File: src/rtl/loss_unit.sv
// loss_unit: downstream end of the perceptron forward/backward protocol.
// Buffers targets in a small FIFO, pairs each neuron result with the oldest
// queued target, and presents the signed error (target - result) on a
// valid/ready error port.
//
// Parameters:
//   W      result/target width (unsigned)
//   DEPTH  target FIFO entries (power of 2, >= 2)
//   CW     statistics counter width (LOSS_STATS_EN only)
//
// Ports:
//   clock, reset                      clock; asynchronous active-low reset
//   train                             1: issue errors, 0: consume results silently
//   target_valid/ready/data           target push handshake
//   result_valid/ready/data           neuron result handshake (pops a target)
//   error_valid/ready/data            signed 2W-bit error handshake
//   stats_clear, stats_miss/abs       statistics (only when LOSS_STATS_EN is defined)
//
// Optional feature macro: LOSS_STATS_EN (miss count and sum of |error|).
module loss_unit #(
  parameter int unsigned W     = 8,
  parameter int unsigned DEPTH = 4,
  parameter int unsigned CW    = 16
) (
  input  logic           clock,
  input  logic           reset,
  input  logic           train,
  input  logic           target_valid,
  output logic           target_ready,
  input  logic [W-1:0]   target_data,
  input  logic           result_valid,
  output logic           result_ready,
  input  logic [W-1:0]   result_data,
  output logic           error_valid,
  input  logic           error_ready,
  output logic [2*W-1:0] error_data
`ifdef LOSS_STATS_EN
  ,
  input  logic           stats_clear,
  output logic [CW-1:0]  stats_miss,
  output logic [CW-1:0]  stats_abs
`endif
);

  localparam int unsigned AW   = (DEPTH > 1) ? $clog2(DEPTH) : 1;
  localparam int unsigned CNTW = $clog2(DEPTH + 1);

  localparam logic [0:0] StEmpty = 1'b0;
  localparam logic [0:0] StHold  = 1'b1;

  // Target FIFO
  logic [W-1:0]    mem [DEPTH];
  logic [AW-1:0]   wr_ptr, rd_ptr;
  logic [CNTW-1:0] count;
  logic            empty, full;
  logic            target_hs, result_hs;
  logic [W-1:0]    head;

  assign empty        = (count == '0);
  assign full         = (count == CNTW'(DEPTH));
  assign target_ready = !full;
  assign head         = mem[rd_ptr];

  // Error register FSM
  logic [0:0]     state_q, state_d;
  logic [2*W-1:0] error_q, error_d;

  // A held error that is not being accepted blocks new results whatever the
  // value of train, so a stalled error is never overtaken.
  assign result_ready = !empty && ((state_q == StEmpty) || error_ready);
  assign target_hs    = target_valid && target_ready;
  assign result_hs    = result_valid && result_ready;
  assign error_valid  = (state_q == StHold);
  assign error_data   = error_q;

  // Operands are zero-extended by one bit, so the difference never overflows.
  logic signed [W:0] diff;
  logic [W-1:0]      abs_val;

  assign diff    = $signed({1'b0, head}) - $signed({1'b0, result_data});
  assign abs_val = diff[W] ? W'(-diff) : diff[W-1:0];

  always_ff @(posedge clock) begin
    if (target_hs) begin
      mem[wr_ptr] <= target_data;
    end
  end

  always_ff @(posedge clock or negedge reset) begin
    if (!reset) begin
      wr_ptr <= '0;
      rd_ptr <= '0;
      count  <= '0;
    end else begin
      if (target_hs) begin
        wr_ptr <= wr_ptr + AW'(1);
      end
      if (result_hs) begin
        rd_ptr <= rd_ptr + AW'(1);
      end
      unique case ({target_hs, result_hs})
        2'b10:   count <= count + CNTW'(1);
        2'b01:   count <= count - CNTW'(1);
        default: count <= count;
      endcase
    end
  end

  always_comb begin
    state_d = state_q;
    error_d = error_q;
    if (result_hs && train) begin
      state_d = StHold;
      error_d = {{(W-1){diff[W]}}, diff};
    end else if (error_valid && error_ready) begin
      state_d = StEmpty;
    end
  end

  always_ff @(posedge clock or negedge reset) begin
    if (!reset) begin
      state_q <= StEmpty;
      error_q <= '0;
    end else begin
      state_q <= state_d;
      error_q <= error_d;
    end
  end

`ifdef LOSS_STATS_EN
  logic [CW:0] abs_sum;

  assign abs_sum = {1'b0, stats_abs} + (CW+1)'(abs_val);

  always_ff @(posedge clock or negedge reset) begin
    if (!reset) begin
      stats_miss <= '0;
      stats_abs  <= '0;
    end else if (stats_clear) begin
      stats_miss <= '0;
      stats_abs  <= '0;
    end else if (result_hs) begin
      if ((diff != '0) && (stats_miss != '1)) begin
        stats_miss <= stats_miss + CW'(1);
      end
      stats_abs <= abs_sum[CW] ? '1 : abs_sum[CW-1:0];
    end
  end
`endif

endmodule

File: config.mk
export PLATFORM = sky130hd
export DESIGN_NAME = loss_unit
export DESIGN_NICKNAME = d
export VERILOG_FILES = /design/src/rtl/loss_unit.sv
export SDC_FILE = /design/constraint.sdc
export NUM_CORES = 1
export LEC_CHECK = 0
export ABC_AREA = 1
export BUFFER_PORTS_ARGS = -buffer_cell sky130_fd_sc_hd__buf_2
export CORE_UTILIZATION = 56
export CTS_CLUSTER_SIZE = 24
export DETAILED_ROUTE_END_ITERATION = 12
export PLACE_DENSITY = 0.83
export SYNTH_ARGS = -nofsm -noshare
export SYNTH_HDL_FRONTEND = slang
export SYNTH_SLANG_ARGS = --single-unit
File: constraint.sdc
create_clock -name clock -period 2.35 [get_ports clock]
set_input_delay 0.3525 -clock clock [delete_from_list [all_inputs] [get_ports clock]]
set_output_delay 0.3525 -clock clock [all_outputs]
set_load 0.005 [all_outputs]
==> impl_metrics.tcl, run 1 <==
set metrics [dict create \
    outcome "finished, final reports clean" \
    worst_slew_pin_slew_ns 0.675 \
    cp-endpoint "error_data[4]" \
    drv_slew 0 \
    synth_top_family_by_area "simple AND/OR/NAND/NOR gates" \
    post-route-period-util_pct 90.5 \
    cts_resized 0 \
    fin_hold_ws_ns 0.258 \
    power_density_nw_per_um2 1260 \
    drc 0 \
    grt_max_degree 18 \
    power.total_w 0.00350 \
    antenna_found_initial 0 \
    finalSetupTns_ns 0 \
    clockBufferDepth 2 \
    p_leak_nw 1.31 \
    io_pins 41 \
    netlist_instances 238 \
    worst_setup_path_start_kind "flip-flop" \
    hp-class "primary input to flip-flop" \
    num_antenna_cells 0 \
    rows 23 \
    hpwl_um 3140 \
    viasPerCell 5.01 \
    clock_latency_ns 0.31 \
    wl_per_cell_um 12.2 \
    dieWidth_um 68.2 \
    synthSimpleGateAreaFrac_pct 15.5 \
    final_util_pct 67.6 \
    synth.ff_latch_count 49 \
    crit_path_end_kind "flip-flop" \
    finClkSkew_ns 0.00752 \
    crit_path_start "rd_ptr[1]" \
    die_h_um 68.2 \
    area_growth_pct 13.3 \
    timing.fmax_mhz 470 \
    setup-violations-final 0 \
    r2r-start "rd_ptr[1]" \
    setup.worst_path.class "flip-flop to flip-flop" \
    grt_pass1_wl_um 7040 \
    r2r_slack_ns 0.22 \
    cp.arrival_ns 2.38 \
    synthMuxAreaShare_pct 0 \
    synth_compound_area_share_pct 8.05 \
    ctsHoldBuffers 1 \
    final_layout_size_suffix_gt1_share_pct 22.8 \
    dr.pass1.iters 4 \
    start_util_pct 59.7 \
    worstPathRequired_ns 2.60 \
    synth_cell_types 32 \
    cap_violations 0 \
    top_usage_layer "met2" \
    min_from "target_data[4]" \
    grt.total_usage_pct 21.5 \
    portBuffers 40 \
    ys_warn_count 0 \
    wirelength_um 4050 \
    synth_fa_ha_area_share_pct 8.26 \
    grt_overflow 0 \
    max-vdd-ir-drop_v 0.000550 \
    yosysSeqAreaShare_pct 56.5 \
    met1_usage_pct 26.1 \
    r2r_end "error_data[4]" \
    postCtsSetupBuffers 0 \
    num-fill-cells 301 \
    syn-num-nets 275 \
    clock-root-buffer "clkbuf_8" \
    grtUsageMet3_pct 5.50 \
    cp_max_fo 10 \
    gp_congestion 0.826 \
    core_region_area_um2 4120 \
    die-area_um2 4650 \
    clk_pin_slew_ns 0.09 \
    synth_area_per_cell_um2 10.3 \
    drt_iter0_drc 100 \
    numCtsBuffers 5 \
    cts_tree "built" \
    h-tree-depth 2 \
    final_nets 317 \
    fin_crit_ns 2.13 \
    num_vias 1659 \
    synth-xor-area-share_pct 2.85 \
    grt.met2_usage_pct 36.2 \
    rsz0062_at_grt "false" \
    grt_pass1_vias 1603 \
    rr_worst_depth 9 \
    slew_headroom_pct 54.8 \
    clock_sinks 49 \
    ant_nets 0 \
    finalHoldViolations 0 \
    synthesis.area_um2 2450 \
]
==> sequential cells by signal, indices dropped and copies added (netlist names) <==
register and count:
count 3, rd_ptr 2, wr_ptr 2, error_data 9, mem 32, error_valid 1
==> where the power goes <==
group	internal, W	switching [W]
clock network	0.000217	0.000290
logic	0.000691	0.000979
registers	0.00118	0.000135
==> kinds of logic (layout without fill, tap and decap cells) <==
group / count (synthesis) / after routing
xor gates and xnor gates: 8 / 8
buffers and inverters: 47 / 90
AOI/OAI and AO/OA: 34 / 34
DFF: 49 / 49
adders and majority gates: 15 / 15
and+or+nand+nor: 85 / 85
==> cell usage after synthesis, drive strengths merged <==
| master | number | area, µm² |
|---|---|---|
| a21oi | 7 | 35.0 |
| a32o | 1 | 10.0 |
| a32oi | 1 | 8.76 |
| and2 | 2 | 12.5 |
| buf | 10 | 76.3 |
| clkbuf | 1 | 3.75 |
| clkinv | 1 | 3.75 |
| dfrtp | 17 | 425 |
| edfxtp | 32 | 961 |
| fa | 2 | 40.0 |
| ha | 13 | 163 |
| inv | 35 | 134 |
| nand2 | 48 | 185 |
| nand3 | 9 | 57.6 |
| nand3b | 1 | 7.51 |
| nand4 | 1 | 6.26 |
| nor2 | 23 | 105 |
| o21ai | 19 | 106 |
| o22ai | 6 | 37.5 |
| or2 | 1 | 6.26 |
| xnor2 | 1 | 8.76 |
| xor2 | 7 | 61.3 |
==> cells in the final DEF, fill, tap and decap left out, drive strengths merged <==
| cell | n |
|---|---|
| clkbuf | 5 |
| clkinv | 3 |
| xor2 | 7 |
| a32o | 1 |
| nand4 | 1 |
| fa | 2 |
| a21oi | 7 |
| dfrtp | 17 |
| nand3 | 9 |
| buf | 45 |
| edfxtp | 32 |
| dlygate4sd3 | 1 |
| o21ai | 19 |
| nand3b | 1 |
| o22ai | 6 |
| and2 | 2 |
| ha | 13 |
| or2 | 1 |
| xnor2 | 1 |
| a32oi | 1 |
| inv | 36 |
| nor2 | 23 |
| nand2 | 48 |
==> stage by stage <==
stage	cells	area, µm²	worst slack, ns
finish	331	2780	0.223
global route	331	2780	0.00317
CTS	331	2780	0.232
detailed placement	322	2680	0.259
global placement	322	2680	0.359
floorplan	238	2450	0.375
==> worst min path at each step <==
stage          cells after the start  slack, ns       endpoint
6_report                           1       0.26      mem[0][4]
5_1_grt                            1       0.24      mem[1][7]
4_1_cts                            1       0.25      mem[1][7]
3_5_place_dp                       1       0.30  error_data[0]
3_3_place_gp                       1       0.30    error_valid
2_1_floorplan                      0       0.06       count[0]
==> per-layer routing <==
layer  routed length, µm  up-vias
li1                    -      852
met1                1850      756
met2                1950       44
met3                 181        7
met4                  65        0
met5                   0        -
==> area by class of cell <==
class	count	area (µm²)	share of cell area [%]
repair buffers	46	248	8.91
clock buffers	5	68.8	2.48
well taps	50	62.6	2.25
clock inverters	3	26.3	0.945
flip-flops and latches	49	1390	49.9
inverters	36	138	4.95
multi-input cells	142	851	30.6
==> worst max-delay path: stages (launching register included) <==
cell and delay [ns]:
dfrtp_1 0.48, inv_2 0.17, a21oi_1 0.06, a32o_1 0.21, ha_1 0.21, fa_1 0.43
o21ai_0 0.23, xor2_1 0.16, nand2_1 0.07, nand2_1 0.06
Power figures use the tool's default switching activity.
==> inputs of run 2 (changes only) <==
Settings changed: REMOVE_ABC_BUFFERS set to 1, TNS_END_PERCENT set to 5.
==> run 2 against run 1 <==
Routed wire length rose by 1.9%; via count grew 1.7%; die area did not move; worst hold slack barely moved; setup slack improved by 0.027 ns; final area is essentially flat; total power about the same; flip-flop and latch count stayed put; critical path depth unchanged; sequential power hardly changed; critical endpoint unchanged.
==> impl_metrics.tcl, run 2 (synthesis results as in run 1) <==
set metrics [dict create \
    die_h_um 68.2 \
    cts_tree "built" \
    fin_crit_ns 2.10 \
    portBuffers 40 \
    clock_power_share_pct 15.1 \
    crit_cells 9 \
    critPathBufInv 1 \
    drt_iter0_drc 92 \
    largest_register_ffs 32 \
    numCtsBuffers 5 \
    dieWidth_um 68.2 \
    grt_pass1_wl_um 6800 \
    max-vdd-ir-drop_v 0.000544 \
    cpLargestDelayFamily "adder cells" \
    clock-root-buffer "clkbuf_8" \
    gp_congestion 0.763 \
    post-route-period-util_pct 89.4 \
    slew_headroom_pct 51.1 \
    cts_resized 0 \
    h-tree-depth 2 \
    final_nets 317 \
    cp.arrival_ns 2.34 \
    postCtsSetupBuffers 0 \
    antenna_found_initial 0 \
    power.total_w 0.00350 \
    clk_pin_slew_ns 0.10 \
    max_flop_register "mem" \
    viasPerCell 5.10 \
    hpwl_um 3190 \
    power_density_nw_per_um2 1260 \
    hold_depth 1 \
    grt_pass1_vias 1519 \
    wl_per_cell_um 12.5 \
    wirelength_um 4130 \
    p_leak_nw 1.32 \
    die-area_um2 4650 \
    core_region_area_um2 4120 \
    p_comb_share_pct 47.3 \
    clockBufferDepth 2 \
    worstPathCellList "inv_2 -> a21oi_1 -> a32o_1 -> ha_1 -> fa_1 -> o21ai_0 -> xor2_1 -> nand2_1 -> nand2_1" \
    cp_common_cell "nand2_1" \
    grt_overflow 0 \
    area_growth_pct 13.4 \
    internal_power_w 0.00209 \
    grt.total_usage_pct 20.4 \
    worst_slew_pin_slew_ns 0.730 \
    num-fill-cells 314 \
    ant_nets 0 \
    io_pins 41 \
    start_util_pct 59.7 \
    rsz0062_at_grt "false" \
    worst_setup_path_start_kind "flip-flop" \
    clock_latency_ns 0.31 \
    worstPathRequired_ns 2.59 \
    outcome "finished, final reports clean" \
    rows 23 \
    num_antenna_cells 0 \
    cpMaxStageDelayCell "dfrtp_1" \
    critPathMaxStageDelay_ns 0.47 \
    clock_sinks 49 \
    p_sw_w 0.00140 \
    rr_worst_depth 9 \
    crit_path_end_kind "flip-flop" \
    hp-class "primary input to flip-flop" \
    setup.worst_path.class "flip-flop to flip-flop" \
    drv_slew 0 \
    finalHoldViolations 0 \
    setup-violations-final 0 \
    cp_max_fo 10 \
    most-common-layout-cells "nand2_1, buf_2, inv_1, edfxtp_1, nor2_1" \
    final_layout_size_suffix_gt1_share_pct 22.8 \
    num_vias 1688 \
    p_seq_share_pct 37.7 \
    timing.fmax_mhz 476 \
    drc 0 \
    dr.pass1.iters 4 \
    grt_max_degree 19 \
    cap_violations 0 \
    finClkSkew_ns 0.0104 \
    layout_commonest_cell "nand2_1" \
    p_sw_share_pct 40.1 \
    finalSetupTns_ns 0 \
]
## run 2: final cells by class
class	count	area, µm²	share of cell area, %
flip-flops and latches	49	1390	49.8
clock buffers	5	68.8	2.47
multi-input cells	142	851	30.6
repair buffers	46	248	8.90
well taps	50	62.6	2.25
clock inverters	3	28.8	1.03
inverters	36	138	4.95
## run 2: worst paths after layout
check | slack [ns] | to | from
worst max-delay path | 0.25 | error_data[4] | rd_ptr[1]
worst min-delay path | 0.26 | mem[0][7] | target_data[7]
worst max register to register | 0.25 | error_data[4] | rd_ptr[1]
worst min register to register | 0.48 | error_data[5] | error_data[5]
max in group asynchronous | 1.56 | error_data[4] | reset
min in group asynchronous | 0.49 | error_data[3] | reset
## run 2: stage by stage
stage / hold slack [ns] / std cells / instance area [µm²] / setup WS [ns] / util [%]
CTS: 0.252 / 331 / 2780 / 0.249 / 67.6
global route: 0.246 / 331 / 2780 / 0.0487 / 67.6
detailed placement: 0.302 / 322 / 2680 / 0.274 / 65.0
global placement: 0.300 / 322 / 2680 / 0.359 / 65.0
floorplan: 0.0569 / 227 / 2370 / 0.124 / -
finish: 0.257 / 331 / 2780 / 0.250 / 67.6
## run 2: power by group through the flow
stage / Clock [W] / Combinational (W) / Sequential (W)
5_1_grt: 0.000571 / 0.00194 / 0.00136
2_1_floorplan: 0 / 0.00115 / 0.00135
4_1_cts: 0.000537 / 0.00167 / 0.00132
3_3_place_gp: 0 / 0.00161 / 0.00132
6_report: 0.000527 / 0.00165 / 0.00132
3_5_place_dp: 0 / 0.00166 / 0.00134
## run 2: timing repair
item	4_1_cts	5_1_grt
hold endpoints to repair	17	0
hold buffers	1	0
endpoints found under the setup margin	0	0
## run 2: metal layers
metal  wire (µm)  share of wire [%]  vias up  track usage [%]
met3         149                3.6        5             4.00
li1            -                  -      860                -
met2        1970                 48       46             34.2
met1        1960                 47      777             26.6
met5           0                  0        -                0
met4          46                1.1        0             6.25
